**src/rtl/spi_input_conditioner_if.sv**
```systemverilog
// Bundle of raw SPI pins and their conditioned, clock-domain-safe counterparts.
// The bench or pad ring drives the pins through master; the conditioner uses slave.
interface spi_input_conditioner_if;
  logic sclk_raw;
  logic cs_raw;
  logic mosi_raw;
  logic sclk_cond;
  logic cs_cond;
  logic mosi_cond;
  logic sclk_pos;
  logic sclk_neg;
  logic cs_fall;
  logic cs_rise;

  modport master (
    output sclk_raw, cs_raw, mosi_raw,
    input  sclk_cond, cs_cond, mosi_cond, sclk_pos, sclk_neg, cs_fall, cs_rise
  );

  modport slave (
    input  sclk_raw, cs_raw, mosi_raw,
    output sclk_cond, cs_cond, mosi_cond, sclk_pos, sclk_neg, cs_fall, cs_rise
  );
endinterface

```
**src/rtl/spi_input_conditioner.sv**
```systemverilog
// SPI pin front end: 2-flop synchronizer, stability-counter debounce and
// registered edge pulses for sclk, cs and mosi, feeding the SPI slave FSM.
module spi_input_conditioner #(
  parameter int COUNTER_WIDTH = 3,
  parameter int WAIT_TIME     = 3
) (
  input  logic                  clk,
  input  logic                  reset,
  spi_input_conditioner_if.slave spi
);

  localparam int NPINS = 3;
  localparam int SCLK  = 0;
  localparam int CS    = 1;
  localparam int MOSI  = 2;

  // Idle levels: sclk low, cs high (deselected), mosi low. Loading these into the
  // sync flops on reset keeps the first post-reset cycles free of spurious edges.
  localparam logic [NPINS-1:0]         IDLE_LEVEL = 3'b010;
  localparam logic [COUNTER_WIDTH-1:0] WAIT_CNT   = COUNTER_WIDTH'(WAIT_TIME);

  logic [NPINS-1:0]         raw;
  logic [NPINS-1:0]         s1_q, s1_d;
  logic [NPINS-1:0]         s2_q, s2_d;
  logic [NPINS-1:0]         cond_q, cond_d;
  logic [NPINS-1:0]         flip;
  logic [COUNTER_WIDTH-1:0] cnt_q [NPINS];
  logic [COUNTER_WIDTH-1:0] cnt_d [NPINS];
  logic                     sclk_pos_q, sclk_pos_d;
  logic                     sclk_neg_q, sclk_neg_d;
  logic                     cs_fall_q, cs_fall_d;
  logic                     cs_rise_q, cs_rise_d;

  assign raw = {spi.mosi_raw, spi.cs_raw, spi.sclk_raw};

  always_comb begin
    s1_d   = raw;
    s2_d   = s1_q;
    cond_d = cond_q;
    for (int i = 0; i < NPINS; i++) begin
      cnt_d[i] = '0;
      if (s2_q[i] != cond_q[i]) begin
        if (cnt_q[i] == WAIT_CNT) begin
          cond_d[i] = s2_q[i];
        end else begin
          cnt_d[i] = cnt_q[i] + 1'b1;
        end
      end
    end

    flip = cond_d ^ cond_q;

    // sclk pulses are gated by cs as it stood before this edge, so a frame's
    // first sclk movement coinciding with cs falling is deliberately dropped.
    sclk_pos_d = flip[SCLK] &  cond_d[SCLK] & ~cond_q[CS];
    sclk_neg_d = flip[SCLK] & ~cond_d[SCLK] & ~cond_q[CS];
    cs_fall_d  = flip[CS]   & ~cond_d[CS];
    cs_rise_d  = flip[CS]   &  cond_d[CS];
  end

  always_ff @(posedge clk) begin
    if (reset) begin
      s1_q       <= IDLE_LEVEL;
      s2_q       <= IDLE_LEVEL;
      cond_q     <= IDLE_LEVEL;
      for (int i = 0; i < NPINS; i++) begin
        cnt_q[i] <= '0;
      end
      sclk_pos_q <= 1'b0;
      sclk_neg_q <= 1'b0;
      cs_fall_q  <= 1'b0;
      cs_rise_q  <= 1'b0;
    end else begin
      s1_q       <= s1_d;
      s2_q       <= s2_d;
      cond_q     <= cond_d;
      for (int i = 0; i < NPINS; i++) begin
        cnt_q[i] <= cnt_d[i];
      end
      sclk_pos_q <= sclk_pos_d;
      sclk_neg_q <= sclk_neg_d;
      cs_fall_q  <= cs_fall_d;
      cs_rise_q  <= cs_rise_d;
    end
  end

  assign spi.sclk_cond = cond_q[SCLK];
  assign spi.cs_cond   = cond_q[CS];
  assign spi.mosi_cond = cond_q[MOSI];
  assign spi.sclk_pos  = sclk_pos_q;
  assign spi.sclk_neg  = sclk_neg_q;
  assign spi.cs_fall   = cs_fall_q;
  assign spi.cs_rise   = cs_rise_q;

endmodule

```
**src/flat_wrapper.sv**
```systemverilog
// flat-port wrapper written by rule: the top's interface ports become plain ports
module spi_input_conditioner_flat 
#(
  parameter int COUNTER_WIDTH = 3,
  parameter int WAIT_TIME     = 3
)
  (clk, reset, spi_sclk_raw, spi_cs_raw, spi_mosi_raw, spi_sclk_cond, spi_cs_cond, spi_mosi_cond, spi_sclk_pos, spi_sclk_neg, spi_cs_fall, spi_cs_rise);
  spi_input_conditioner_if spi_i ();
  input  logic clk;
  input  logic reset;
  input wire logic [$bits(spi_i.sclk_raw)-1:0] spi_sclk_raw;
  input wire logic [$bits(spi_i.cs_raw)-1:0] spi_cs_raw;
  input wire logic [$bits(spi_i.mosi_raw)-1:0] spi_mosi_raw;
  output wire logic [$bits(spi_i.sclk_cond)-1:0] spi_sclk_cond;
  output wire logic [$bits(spi_i.cs_cond)-1:0] spi_cs_cond;
  output wire logic [$bits(spi_i.mosi_cond)-1:0] spi_mosi_cond;
  output wire logic [$bits(spi_i.sclk_pos)-1:0] spi_sclk_pos;
  output wire logic [$bits(spi_i.sclk_neg)-1:0] spi_sclk_neg;
  output wire logic [$bits(spi_i.cs_fall)-1:0] spi_cs_fall;
  output wire logic [$bits(spi_i.cs_rise)-1:0] spi_cs_rise;
  assign spi_i.sclk_raw = spi_sclk_raw;
  assign spi_i.cs_raw = spi_cs_raw;
  assign spi_i.mosi_raw = spi_mosi_raw;
  assign spi_sclk_cond = spi_i.sclk_cond;
  assign spi_cs_cond = spi_i.cs_cond;
  assign spi_mosi_cond = spi_i.mosi_cond;
  assign spi_sclk_pos = spi_i.sclk_pos;
  assign spi_sclk_neg = spi_i.sclk_neg;
  assign spi_cs_fall = spi_i.cs_fall;
  assign spi_cs_rise = spi_i.cs_rise;
  spi_input_conditioner #(.COUNTER_WIDTH(COUNTER_WIDTH), .WAIT_TIME(WAIT_TIME)) u_core (.clk(clk), .reset(reset), .spi(spi_i));
endmodule
```
**config.mk**
```make
export PLATFORM = sky130hd
export DESIGN_NAME = spi_input_conditioner_flat
export DESIGN_NICKNAME = d
export VERILOG_FILES = /design/src/rtl/spi_input_conditioner_if.sv /design/src/rtl/spi_input_conditioner.sv /design/src/flat_wrapper.sv
export SDC_FILE = /design/constraint.sdc
export NUM_CORES = 1
export LEC_CHECK = 0
export ABC_AREA = 1
export BUFFER_PORTS_ARGS = -buffer_cell sky130_fd_sc_hd__buf_2
export CAP_MARGIN = 20
export CORE_ASPECT_RATIO = 0.9
export CORE_UTILIZATION = 52
export DETAILED_ROUTE_END_ITERATION = 8
export PLACE_DENSITY = 0.74
export SYNTH_ARGS = -nofsm -noshare
export SYNTH_HDL_FRONTEND = slang
export SYNTH_SLANG_ARGS = --single-unit
```
**constraint.sdc**
```tcl
create_clock -name clk -period 1.4 [get_ports clk]
set_input_delay 0.07 -clock clk [delete_from_list [all_inputs] [get_ports clk]]
set_output_delay 0.07 -clock clk [all_outputs]
set_load 0.02 [all_outputs]
```
After elaboration in Yosys (flattened, before gate mapping) --
Memories as Yosys holds them, arrays and structs flattened. Cells that the tools add are included.
Word-level totals: memories kept 1, RAM bits 9, register bits after elaboration 13
Memory list:
- u_core.cnt_q | words 3, bits a word 3, rd ports 3, clocked after Yosys merged registers in 0, write ports 3, RTL line spi_input_conditioner.sv:27 | logic [COUNTER_WIDTH-1:0] cnt_q [NPINS];
Cells by class: mux-type cells 18, bitwise gates (word level) 13, add/sub/neg operators 3, eq/ne operators 6
Operator list (count):
- 2-to-1 mux 3 bit | 9
- adder 3 x 1 -> 3 bit (second input constant) | 3
- equality test 3 x 2 -> 1 bit (second input constant) | 3
- 2-to-1 mux 1 bit | 9
- bitwise AND 1 bit | 6
- inequality test 1 bit | 3
- inverter 1 bit | 3
- bitwise OR 1 bit | 3
- XOR 2 bit | 1

Logic depth before layout (Yosys ltp) --
Gate-level depths: netlist of the first run.
depth in word-level cells 6, mapped depth 5, mapped depth without buffers 5

Least setup slack after synthesis of the first run --
No wires, ideal clock.
path type reg2reg, start memory u_core.cnt_q[0][0], end memory u_core.cnt_q[0][0], period minus slack after synthesis 1036 ps, required time 1336 ps, cell stages (with the launch flop) 6, data arrival time 972 ps, slack 364 ps, cells stage by stage dfxtp_1 -> ha_1 -> ha_1 -> nor2_4 -> nand3_2 -> nor2_1
RTL lines (RTL line):
- start: declaration | spi_input_conditioner.sv:27

==> out/summary.txt, run 1 <==
======================================================================================================
Fraction of final layout cells sized beyond drive strength 1                                     17.8%
Routed via count                                                                                   544
Max Freq                                                                                       886 MHz
Area of the core                                                                            1320 sq um
Sequential fraction of the synthesis area                                                        55.6%
Number of antenna violations at the first check in global routing                                    0
Leakage power                                                                                 0.446 nW
Clk root buf                                                                              sky130_fd_sc_hd__clkbuf_4
Source of the worst register-to-register timing path                                      u_core.cnt_q[0][0]
Startpoint Class                                                                                  flop
Fraction of post-synthesis cell area in the top cell type by area                                55.6%
DP Worst Slack                                                                                0.280 ns
Largest net degree at the start of global routing                                                   14
Mapped cell area                                                                             792 sq um
Worst slew margin relative to its limit                                                          83.1%
Worst-case clock skew                                                                       0.00406 ns
WL per Instance                                                                                9.02 um
Cell area power density                                                                   1230 nW/um^2
Overall die width                                                                              43.1 um
Die outline area                                                                            1680 sq um
Final Routed Wirelength                                                                        1.09 mm
Number of nets still failing antenna checks after routing                                            0
Clock latency at the later pin of the worst-skew pair                                          0.31 ns
Cells on worst reg2reg path                                                                          5
Number of cells upsized or downsized after cts                                                       0
Buffers inserted by post-CTS timing repair                                                           0
Arrival @ worst endpoint                                                                       1.39 ns
Mean area per synthesized cell                                                              8.80 sq um
Maximum fanout encountered on the critical timing path                                               4
Distinct cell type count after synthesis                                                            15
Final critical delay including setup and external delays                                       1.13 ns
Critical path destination                                                                 u_core.cnt_q[0][0]
Kind of critical path                                                                     flop to flop
CTS tree                                                                                         built
Top cell type by total area after synthesis                                               sky130_fd_sc_hd__dfxtp_1
DR DRC count                                                                                         0
Floorplan die height                                                                           39.0 um
Worst setup path start                                                                    u_core.cnt_q[0][0]
Endpoints failing setup                                                                              0
Final estimated routing congestion in global placement                                           0.699
Warnings from Yosys                                                                                  0
Total grt overflow                                                                                   0
Top library cells by usage in the layout, fill and taps aside                             sky130_fd_sc_hd__dfxtp_1, sky130_fd_sc_hd__nor2_1, sky130_fd_sc_hd__inv_1, sky130_fd_sc_hd__buf_2, sky130_fd_sc_hd__nand2_1
Nets                                                                                               119
Buffer depth of the longest clock path                                                               2
Non-filler cells in the finished layout                                                            121
Flip-flop and latch count after synthesis                                                           22
Fin crit share                                                                                   80.6%
CP Capture Type                                                                                   flop
Max VDD drop                                                                                0.000862 V
Leading cell type in the layout, fill and taps excluded                                   sky130_fd_sc_hd__dfxtp_1
Mapped Cells                                                                                        90
Flop2flop setup slack                                                                          0.27 ns
Total number of placement rows                                                                      12
Number of clock sinks                                                                               22
Maximum level of the CTS H-tree                                                                      1
Half-perimeter wire length after detailed placement                                             783 um
Worst hold-check path type                                                                primary input to flop
Setup repair after global routing missed its margin                                                 no
Synth area leaders                                                                        sky130_fd_sc_hd__dfxtp_1, sky130_fd_sc_hd__nor2_1, sky130_fd_sc_hd__ha_1
Starting density of the core                                                                     59.9%
Worst-Margin Slew                                                                             0.253 ns
Routed vias/inst                                                                                  4.50
Count of port buffers added during placement                                                        11
Global routing usage summed across all routing layers                                            16.2%
Post-Syn Nets                                                                                      101
Initial DRT Pass Iterations                                                                          4
Data required, critical path                                                                   1.66 ns
Global-route wire length before repair                                                         1.88 mm
Setup tns final                                                                                   0 ns
Hold Vio Cnt, Final                                                                                  0
Worst reg2reg endpoint                                                                    u_core.cnt_q[0][0]
Area growth from synthesis to layout                                                             18.2%
Maxcap violations                                                                                    0
Via count of the first global-routing pass                                                         498
Crit path setup slack, layout                                                                 0.271 ns
Max-slew violation count                                                                             0
Number of DRC markers after the initial detailed-route iteration                                     4
Result of the run                                                                         finished clean
Placed instance count                                                                              114
IO Pins                                                                                             12
Number of diodes                                                                                     0
Number of buffers created by CTS                                                                     3
Clock transition at the register clock pins on the worst setup and hold paths after CTS        0.12 ns
======================================================================================================
[worst min path at each step]
stage,cells past startpoint,to,startpoint
global route,2,u_core.s1_q[0],reset
global placement,2,u_core.s1_q[1],spi_cs_raw
detailed placement,2,u_core.s1_q[1],spi_cs_raw
finish,2,u_core.s1_q[0],reset
CTS,2,u_core.s1_q[0],reset
floorplan,1,u_core.s1_q[1],spi_cs_raw
[synthesized netlist by cell type]
library cell and instances:
sky130_fd_sc_hd__nor3_1 1, sky130_fd_sc_hd__o211ai_1 1, sky130_fd_sc_hd__nor2_1 21, sky130_fd_sc_hd__nor3_2 1, sky130_fd_sc_hd__inv_1 17, sky130_fd_sc_hd__nand3_2 1
sky130_fd_sc_hd__nand3_1 4, sky130_fd_sc_hd__ha_1 6, sky130_fd_sc_hd__inv_2 1, sky130_fd_sc_hd__nor2_4 1, sky130_fd_sc_hd__or2_1 2, sky130_fd_sc_hd__o21ai_0 1
sky130_fd_sc_hd__buf_6 1, sky130_fd_sc_hd__nand2_1 10, sky130_fd_sc_hd__dfxtp_1 22
[where the power goes]
part           internal [W]  leakage [nW]  total (W)  switching (W)
sequential         0.000636         0.179   0.000641     0.00000483
combinational     0.0000183         0.240  0.0000385      0.0000201
clock              0.000290        0.0279   0.000474       0.000185
total              0.000944         0.446    0.00115       0.000210
[per-stage QoR]
step	instance area (sq um)	util [%]	power (W)	hold slack, ns
floorplan	792	-	0.000679	0.167
global route	936	70.8	0.00121	0.0774
finish	936	70.8	0.00115	0.0867
CTS	936	70.8	0.00117	0.0841
detailed placement	853	64.6	0.000688	0.253
global placement	853	64.6	0.000686	0.248
[area by class of cell]
class / instances / area [sq um]
flip-flops and latches: 22 / 440
fillers: 118 / 385
multi-input cells: 49 / 273
repair buffers: 14 / 85.1
inverters: 18 / 67.6
clock inverters: 1 / 30.0
clock buffers: 3 / 22.5
well taps: 14 / 17.5
[routing by layer]
metal / vias to the layer above / GRT usage (%) / wire, um
li1: 301 / - / -
met1: 227 / 17.0 / 527
met2: 14 / 26.5 / 487
met3: 2 / 8.41 / 63
met4: 0 / 9.09 / 14
met5: - / 0 / 0
[timing repair]
action | CTS | global route
hold endpoints to repair | 3 | 0
hold buffers | 3 | 0
setup endpoints to repair | 0 | 0
[registers in the layout, indices dropped and copies added (netlist names)]
| signal | cells |
|---|---|
| u_core.s1_q | 3 |
| u_core.cond_q | 3 |
| u_core.s2_q | 3 |
| u_core.spi.cs_fall | 1 |
| u_core.cnt_q | 9 |
| u_core.spi.sclk_neg | 1 |
| u_core.spi.cs_rise | 1 |
| u_core.spi.sclk_pos | 1 |
[logic make-up after synthesis]
kind of cell / synth area share (%)
AND/OR/NAND/NOR: 23.4
buffers and inverters: 9.95
adder cells (fa/ha/maj): 9.48
flip-flops: 55.6
AO/OA/AOI/OAI: 1.58
[worst max-delay path, stage by stage (launching register included)]
cell                      delay [ns]
sky130_fd_sc_hd__dfxtp_1        0.33
sky130_fd_sc_hd__ha_1           0.19
sky130_fd_sc_hd__ha_1           0.25
sky130_fd_sc_hd__nor2_4         0.12
sky130_fd_sc_hd__nand3_2        0.09
sky130_fd_sc_hd__nor2_1         0.09
No activity file was read; power rests on OpenSTA's default activity.
==> inputs of run 2 (changes only) <==
--- a/config.mk
+++ b/config.mk
@@ -9,9 +9,9 @@
 export BUFFER_PORTS_ARGS = -buffer_cell sky130_fd_sc_hd__buf_2
 export CAP_MARGIN = 20
 export CORE_ASPECT_RATIO = 0.9
-export CORE_UTILIZATION = 52
+export CORE_UTILIZATION = 47
 export DETAILED_ROUTE_END_ITERATION = 8
-export PLACE_DENSITY = 0.74
+export PLACE_DENSITY = 0.71
 export SYNTH_ARGS = -nofsm -noshare
 export SYNTH_HDL_FRONTEND = slang
 export SYNTH_SLANG_ARGS = --single-unit
==> constraint.sdc (replaced) <==
create_clock -name clk -period 1 [get_ports clk]
set_input_delay 0.05 -clock clk [delete_from_list [all_inputs] [get_ports clk]]
set_output_delay 0.05 -clock clk [all_outputs]
set_load 0.02 [all_outputs]
==> run 2 against run 1 <==
The flow now finishes with violations (setup timing). Final cell count is 7.4% higher. Routed wire length grew 34%. First-iteration DRC count decreased by 75%. Register-to-register slack worse by 0.32 ns. Sequential share of layout area decreased by 4.1 points. Combinational power rose by 58%. Critical path type unchanged. Largest power group unchanged. Highest routed layer unchanged.
==> out/summary.txt, run 2 (synthesized netlist as in run 1, its figures left out) <==
======================================================================================================
Largest net degree at the start of global routing                                                   13
Clock transition at the register clock pins on the worst setup and hold paths after CTS        0.11 ns
Number of nets still failing antenna checks after routing                                            0
Half-perimeter wire length after detailed placement                                             760 um
Routed via count                                                                                   585
Number of DRC markers after the initial detailed-route iteration                                     1
Maxcap violations                                                                                    0
Number of diodes                                                                                     0
Fin crit share                                                                                    105%
Area of the core                                                                            1510 sq um
Hold Vio Cnt, Final                                                                                  0
Kind of critical path                                                                     flop to flop
Nets                                                                                               120
CTS tree                                                                                         built
Count of port buffers added during placement                                                        11
Data required, critical path                                                                   1.25 ns
Number of antenna violations at the first check in global routing                                    0
Overall die width                                                                              45.3 um
Cell depth of the worst hold path                                                                    2
Clock latency at the later pin of the worst-skew pair                                          0.30 ns
Cell-by-cell trace of the critical path                                                   ha_4 -> ha_4 -> nor2_1 -> nand3_2 -> nor2_1
Global-route wire length before repair                                                         2.17 mm
Register bank with the most flops                                                         u_core.cnt_q
Worst path slowest cell                                                                   sky130_fd_sc_hd__dfxtp_2
Crit path setup slack, layout                                                               -0.0452 ns
Violations in the final reports                                                           setup timing
Result of the run                                                                         finished with violations
IO Pins                                                                                             12
CP Capture Type                                                                                   flop
Final Routed Wirelength                                                                        1.46 mm
Total grt overflow                                                                                   0
Worst slew margin relative to its limit                                                          82.0%
Number of buffers created by CTS                                                                     3
Leading cell type in the layout, fill and taps excluded                                   sky130_fd_sc_hd__nor2_1
Fraction of final layout cells sized beyond drive strength 1                                     35.2%
Final critical delay including setup and external delays                                       1.05 ns
Setup repair after global routing missed its margin                                                yes
Leakage power                                                                                 0.446 nW
Delay of the slowest critical-path stage                                                       0.36 ns
Cell area power density                                                                   1360 nW/um^2
Cells on worst reg2reg path                                                                          5
Final estimated routing congestion in global placement                                           0.746
Floorplan die height                                                                           40.9 um
Startpoint Class                                                                                  flop
Worst-case clock skew                                                                       0.00504 ns
Area growth from synthesis to layout                                                             32.9%
Worst hold-check path type                                                                primary input to flop
Buffer and inverter count on the worst path                                                          0
DR DRC count                                                                                         0
Max-slew violation count                                                                             0
Source of the worst register-to-register timing path                                      u_core.cnt_q[0][6]
Setup tns final                                                                              -0.291 ns
Kind of cell adding the most delay to the critical path                                     flip-flops
Via count of the first global-routing pass                                                         505
Initial DRT Pass Iterations                                                                          4
Clk root buf                                                                              sky130_fd_sc_hd__clkbuf_4
WL per Instance                                                                                11.2 um
Starting density of the core                                                                     52.4%
Worst setup path start                                                                    u_core.cnt_q[0][6]
Worst-Margin Slew                                                                             0.270 ns
Routed vias/inst                                                                                  4.50
Number of clock sinks                                                                               22
Global routing usage summed across all routing layers                                            18.2%
Top library cells by usage in the layout, fill and taps aside                             sky130_fd_sc_hd__nor2_1, sky130_fd_sc_hd__inv_1, sky130_fd_sc_hd__dfxtp_1, sky130_fd_sc_hd__buf_2, sky130_fd_sc_hd__nand2_1
Die outline area                                                                            1850 sq um
Maximum fanout encountered on the critical timing path                                               3
Critical hold path startpoint                                                                    reset
Fin util                                                                                         69.6%
Buffer depth of the longest clock path                                                               2
Max VDD drop                                                                                 0.00112 V
Logic depth of the worst path, buffers included                                                      5
Arrival @ worst endpoint                                                                       1.29 ns
Flip-flop count of the largest register, all copies and words added                                  9
Maximum level of the CTS H-tree                                                                      1
Endpoints failing setup                                                                             10
Total number of placement rows                                                                      13
Max Freq                                                                                       957 MHz
======================================================================================================
run 2: cell types whose count changed in the layout (fill, tap and decap cells not counted), sizes merged:
cell / change
clkbuf: +1
bufinv: -1
buf: +1
run 2: layout make-up:
class                           count  area (sq um)
Tap cell                           22          27.5
Sequential cell                    22           452
Fill cell                         127           460
Inverter                           18          67.6
Clock buffer                        4          36.3
Timing Repair Buffer               15          96.3
Multi-Input combinational cell     49           373
run 2: layer usage:
metal	global-route usage (%)	share of wire [%]
met2	34.1	55
met4	6.82	0.82
met3	6.61	4.2
met5	0	0
met1	19.1	40
run 2: final timing paths:
kind                             end  slack, ns
hold reg to reg       u_core.s2_q[0]       0.42
setup / recovery  u_core.cnt_q[0][6]      -0.05
hold / removal        u_core.s2_q[2]       0.08
setup reg to reg  u_core.cnt_q[0][6]      -0.05
run 2: stage by stage:
stage	instances	hold WS [ns]	setup slack, ns	cell area [sq um]	total power (W)
after floorplan	90	0.147	0.00665	797	0.000951
final	130	0.0795	-0.0452	1050	0.00144
after detailed placement	122	0.234	-0.0860	868	0.000963
after global routing	130	0.0905	-0.0957	1050	0.00151
after CTS	130	0.0750	-0.0679	1020	0.00145
after global placement	122	0.227	-0.0586	868	0.000961
run 2: report_power, final:
| part | leakage [nW] | internal [W] | total [W] | switching [W] |
|---|---|---|---|---|
| sequential | 0.182 | 0.000889 | 0.000900 | 0.0000103 |
| combinational | 0.244 | 0.0000294 | 0.0000608 | 0.0000314 |
| clock | 0.0210 | 0.000222 | 0.000476 | 0.000253 |
| total | 0.446 | 0.00114 | 0.00144 | 0.000295 |
run 2: repair_timing:
action,in CTS,in global routing
resized for setup,15,10
endpoints found under the hold margin,3,0
hold buffers,3,0
buffers inserted,1,0
setup endpoints to repair,14,17
pin swaps,12,10
==> inputs of run 3 (changes only) <==
--- a/config.mk
+++ b/config.mk
@@ -5,13 +5,12 @@
 export SDC_FILE = /design/constraint.sdc
 export NUM_CORES = 1
 export LEC_CHECK = 0
-export ABC_AREA = 1
 export BUFFER_PORTS_ARGS = -buffer_cell sky130_fd_sc_hd__buf_2
 export CAP_MARGIN = 20
-export CORE_ASPECT_RATIO = 0.9
-export CORE_UTILIZATION = 47
+export CORE_ASPECT_RATIO = 1.25
+export CORE_UTILIZATION = 46
 export DETAILED_ROUTE_END_ITERATION = 8
-export PLACE_DENSITY = 0.71
+export PLACE_DENSITY = 0.7
 export SYNTH_ARGS = -nofsm -noshare
 export SYNTH_HDL_FRONTEND = slang
 export SYNTH_SLANG_ARGS = --single-unit
==> run 3 against run 2 <==
The run still ends with setup timing left. Sequential cell count did not move. Via count fell by 14%. Non-clock buffer count rose by 3. Clock-buffer cell count did not move. Cell area rose by 5.0%. Synthesized cell count fell by 30%. Final cell count fell by 22%. Sequential power barely moved. Clock power fell by 3%. Routed wire length fell by 19%. First-iteration DRC count rose to 7.0 times the previous value.
==> out/summary.txt, run 3 <==
======================================================================================================
Result of the run                                                                         finished with violations
Violations in the final reports                                                           setup timing
CP Capture Type                                                                                   flop
Top library cells by usage in the layout, fill and taps aside                             sky130_fd_sc_hd__dfxtp_1, sky130_fd_sc_hd__buf_2, sky130_fd_sc_hd__dfxtp_2, sky130_fd_sc_hd__ha_4
Number of diodes                                                                                     0
Max-slew violation count                                                                             0
Floorplan die height                                                                           47.3 um
Data required, critical path                                                                   1.24 ns
Compound-Gate Fraction of Synth Area                                                             1.32%
Max VDD drop                                                                                 0.00122 V
Source of the worst register-to-register timing path                                      u_core.cnt_q[0][0]
Max Freq                                                                                       825 MHz
Synth area leaders                                                                        sky130_fd_sc_hd__dfxtp_1, sky130_fd_sc_hd__ha_1, sky130_fd_sc_hd__nor4_1
Area growth from synthesis to layout                                                             46.2%
Routed via count                                                                                   503
Worst hold-check path type                                                                primary input to flop
Clk root buf                                                                              sky130_fd_sc_hd__clkbuf_4
Xor and xnor area share after synthesis                                                          3.48%
Overall die width                                                                              38.3 um
Number of buffers created by CTS                                                                     3
Initial DRT Pass Iterations                                                                          2
Leakage power                                                                                 0.389 nW
Die outline area                                                                            1810 sq um
Final Routed Wirelength                                                                        1.19 mm
Mapped Cells                                                                                        63
Kind of cell adding the most delay to the critical path                                   simple AND/OR/NAND/NOR gates
Area share of fa/ha/maj cells after synthesis                                                    9.93%
Number of nets still failing antenna checks after routing                                            0
Global-route wire length before repair                                                         1.76 mm
Cell depth of the worst hold path                                                                    3
Total number of placement rows                                                                      16
Arrival @ worst endpoint                                                                       1.45 ns
Flop2flop setup slack                                                                         -0.21 ns
Flip-flop count of the largest register, all copies and words added                                  9
Main synth FF type                                                                        sky130_fd_sc_hd__dfxtp_1
Cell area power density                                                                   1300 nW/um^2
Final estimated routing congestion in global placement                                           0.626
Largest net degree at the start of global routing                                                   21
Count of port buffers added during placement                                                        11
Worst slew margin relative to its limit                                                          61.6%
Min Hold Slack                                                                               0.0386 ns
Starting density of the core                                                                     49.0%
Leading cell type in the layout, fill and taps excluded                                   sky130_fd_sc_hd__dfxtp_1
CTS tree                                                                                         built
Final critical delay including setup and external delays                                       1.21 ns
Nets                                                                                                95
Distinct cell type count after synthesis                                                            16
Routed vias/inst                                                                                  4.98
Setup repair after global routing missed its margin                                                yes
Endpoints failing setup                                                                              7
Top cell by count, worst path                                                             sky130_fd_sc_hd__ha_4
Post-Syn Nets                                                                                       74
Number of DRC markers after the initial detailed-route iteration                                     7
Flip-flop and latch count after synthesis                                                           22
Multiplexer share of the synthesized area                                                        2.65%
Worst path slowest cell                                                                   sky130_fd_sc_hd__or3b_4
Met2 global-route usage                                                                          22.0%
Fraction of post-synthesis cell area in the top cell type by area                                58.3%
Met1 global-route usage                                                                          18.4%
Number of clock sinks                                                                               22
Hold Vio Cnt, Final                                                                                  0
Maximum fanout encountered on the critical timing path                                               2
Cells on worst reg2reg path                                                                          4
Final-layout fill cell count                                                                       108
Register bank with the most flops                                                         u_core.cnt_q
Mean area per synthesized cell                                                              12.0 sq um
Number of synthesized flops with an enable pin                                                       0
Worst-Margin Slew                                                                             0.572 ns
Buffer depth of the longest clock path                                                               2
List of most frequent post-synthesis cells                                                sky130_fd_sc_hd__dfxtp_1, sky130_fd_sc_hd__ha_1, sky130_fd_sc_hd__nor4_1
Sequential fraction of the synthesis area                                                        58.3%
Crit path setup slack, layout                                                                -0.212 ns
Synth Area in Simple Gates                                                                       21.4%
Global routing usage summed across all routing layers                                            14.9%
Via count of the first global-routing pass                                                         430
Maximum level of the CTS H-tree                                                                      1
Endpoint, Worst Hold                                                                      u_core.spi.sclk_pos
Fraction of final layout cells sized beyond drive strength 1                                     59.0%
IO Pins                                                                                             12
Main combinational cell family by area after synthesis                                    simple AND/OR/NAND/NOR gates
Number of antenna violations at the first check in global routing                                    0
Cell-by-cell trace of the critical path                                                   ha_4 -> ha_4 -> or3b_4 -> nor3b_2
Setup tns final                                                                              -0.877 ns
Fin crit share                                                                                    121%
Area of the core                                                                            1540 sq um
DR DRC count                                                                                         0
Proportion of register bits with asynchronous set or reset after synthesis                          0%
Delay of the slowest critical-path stage                                                       0.38 ns
Warnings from Yosys                                                                                  0
Worst-case clock skew                                                                       0.00325 ns
Total grt overflow                                                                                   0
Half-perimeter wire length after detailed placement                                             721 um
Startpoint Class                                                                                  flop
Global-route met3 utilization                                                                    4.27%
Maxcap violations                                                                                    0
Grt peak-use layer                                                                                met2
WL per Instance                                                                                11.8 um
Kind of critical path                                                                     flop to flop
Clock transition at the register clock pins on the worst setup and hold paths after CTS        0.11 ns
Mapped cell area                                                                             756 sq um
Buffer and inverter count on the worst path                                                          0
Worst reg2reg endpoint                                                                    u_core.spi.sclk_neg
Clock latency at the later pin of the worst-skew pair                                          0.29 ns
Top cell type by total area after synthesis                                               sky130_fd_sc_hd__dfxtp_1
Critical hold path startpoint                                                                    reset
Dominant cell by count in the synthesized netlist                                         sky130_fd_sc_hd__dfxtp_1
======================================================================================================
[run 3: cell types whose count changed in the layout (fill, tap and decap cells not counted), moves of 3 or more]
cell                      before  now
sky130_fd_sc_hd__inv_1        17    4
sky130_fd_sc_hd__nand2_1       9    0
sky130_fd_sc_hd__nor4b_2       0    3
sky130_fd_sc_hd__nor2_1       20    2
sky130_fd_sc_hd__nand3_2       4    0
sky130_fd_sc_hd__xnor2_1       0    3
sky130_fd_sc_hd__nor4_2        0    4
sky130_fd_sc_hd__nor2b_1       0    4
sky130_fd_sc_hd__buf_4         0    4
[run 3: where the power goes]
| group | switching, W | leakage [nW] | internal [W] | total [W] |
|---|---|---|---|---|
| Combinational | 0.0000336 | 0.187 | 0.0000359 | 0.0000696 |
| Clock | 0.000240 | 0.0210 | 0.000222 | 0.000461 |
| Sequential | 0.0000111 | 0.181 | 0.000890 | 0.000901 |
[run 3: cell families (layout without fill, tap and decap cells)]
| logic type | count (synthesis) | after routing |
|---|---|---|
| flops | 22 | 22 |
| compound gates | 2 | 2 |
| xor+xnor | 3 | 3 |
| mux | 2 | 2 |
| buf+inv | 6 | 26 |
| simple gates | 22 | 22 |
| fa+ha+maj | 6 | 6 |
[run 3: stage by stage]
stage	instance area, sq um	power (W)	utilization (%)	std cells	setup WS, ns
6_report	1100	0.00143	71.7	101	-0.212
4_1_cts	1040	0.00144	67.3	100	-0.222
5_1_grt	1100	0.00150	71.7	101	-0.275
3_3_place_gp	882	0.000962	57.2	92	-0.166
3_5_place_dp	882	0.000964	57.2	92	-0.202
2_1_floorplan	797	0.000947	-	63	-0.189
[run 3: layer usage]
layer / wire [um] / share of wire (%)
met1: 561 / 47
met2: 575 / 48
met3: 40 / 3.4
met4: 11 / 0.93
met5: 0 / 0
[run 3: worst max path at each step]
stage	cells after the start	to	slack, ns	from
after global routing	4	u_core.spi.sclk_pos	-0.27	u_core.cnt_q[0][0]
after floorplan	4	u_core.spi.sclk_pos	-0.19	u_core.cnt_q[0][1]
after CTS	4	u_core.spi.sclk_neg	-0.22	u_core.cnt_q[0][0]
final	4	u_core.spi.sclk_neg	-0.21	u_core.cnt_q[0][0]
after detailed placement	4	u_core.spi.sclk_neg	-0.20	u_core.cnt_q[0][0]
after global placement	4	u_core.spi.sclk_pos	-0.17	u_core.cnt_q[0][0]
[run 3: final cells by class]
cell class	instances	area [sq um]	share of cell area, %
Clock buffer	4	36.3	3.28
Tap cell	18	22.5	2.04
Multi-Input combinational cell	35	463	41.9
Inverter	4	15.0	1.36
Sequential cell	22	453	41.0
Timing Repair Buffer	18	115	10.4
[run 3: worst reg2reg max path: cells and delay by family, from the launching register on]
kind                     cells  cell delay (ns)
adder cells (fa/ha/maj)      2             0.26
flip-flops                   1             0.37
AND/OR/NAND/NOR              2             0.53
[run 3: what timing repair did]
action	CTS	global route
gates resized for setup	15	12
endpoints found under the setup margin	17	17
endpoints found under the hold margin	3	0
buffers inserted	1	1
pin swaps	6	3
hold buffers	3	0
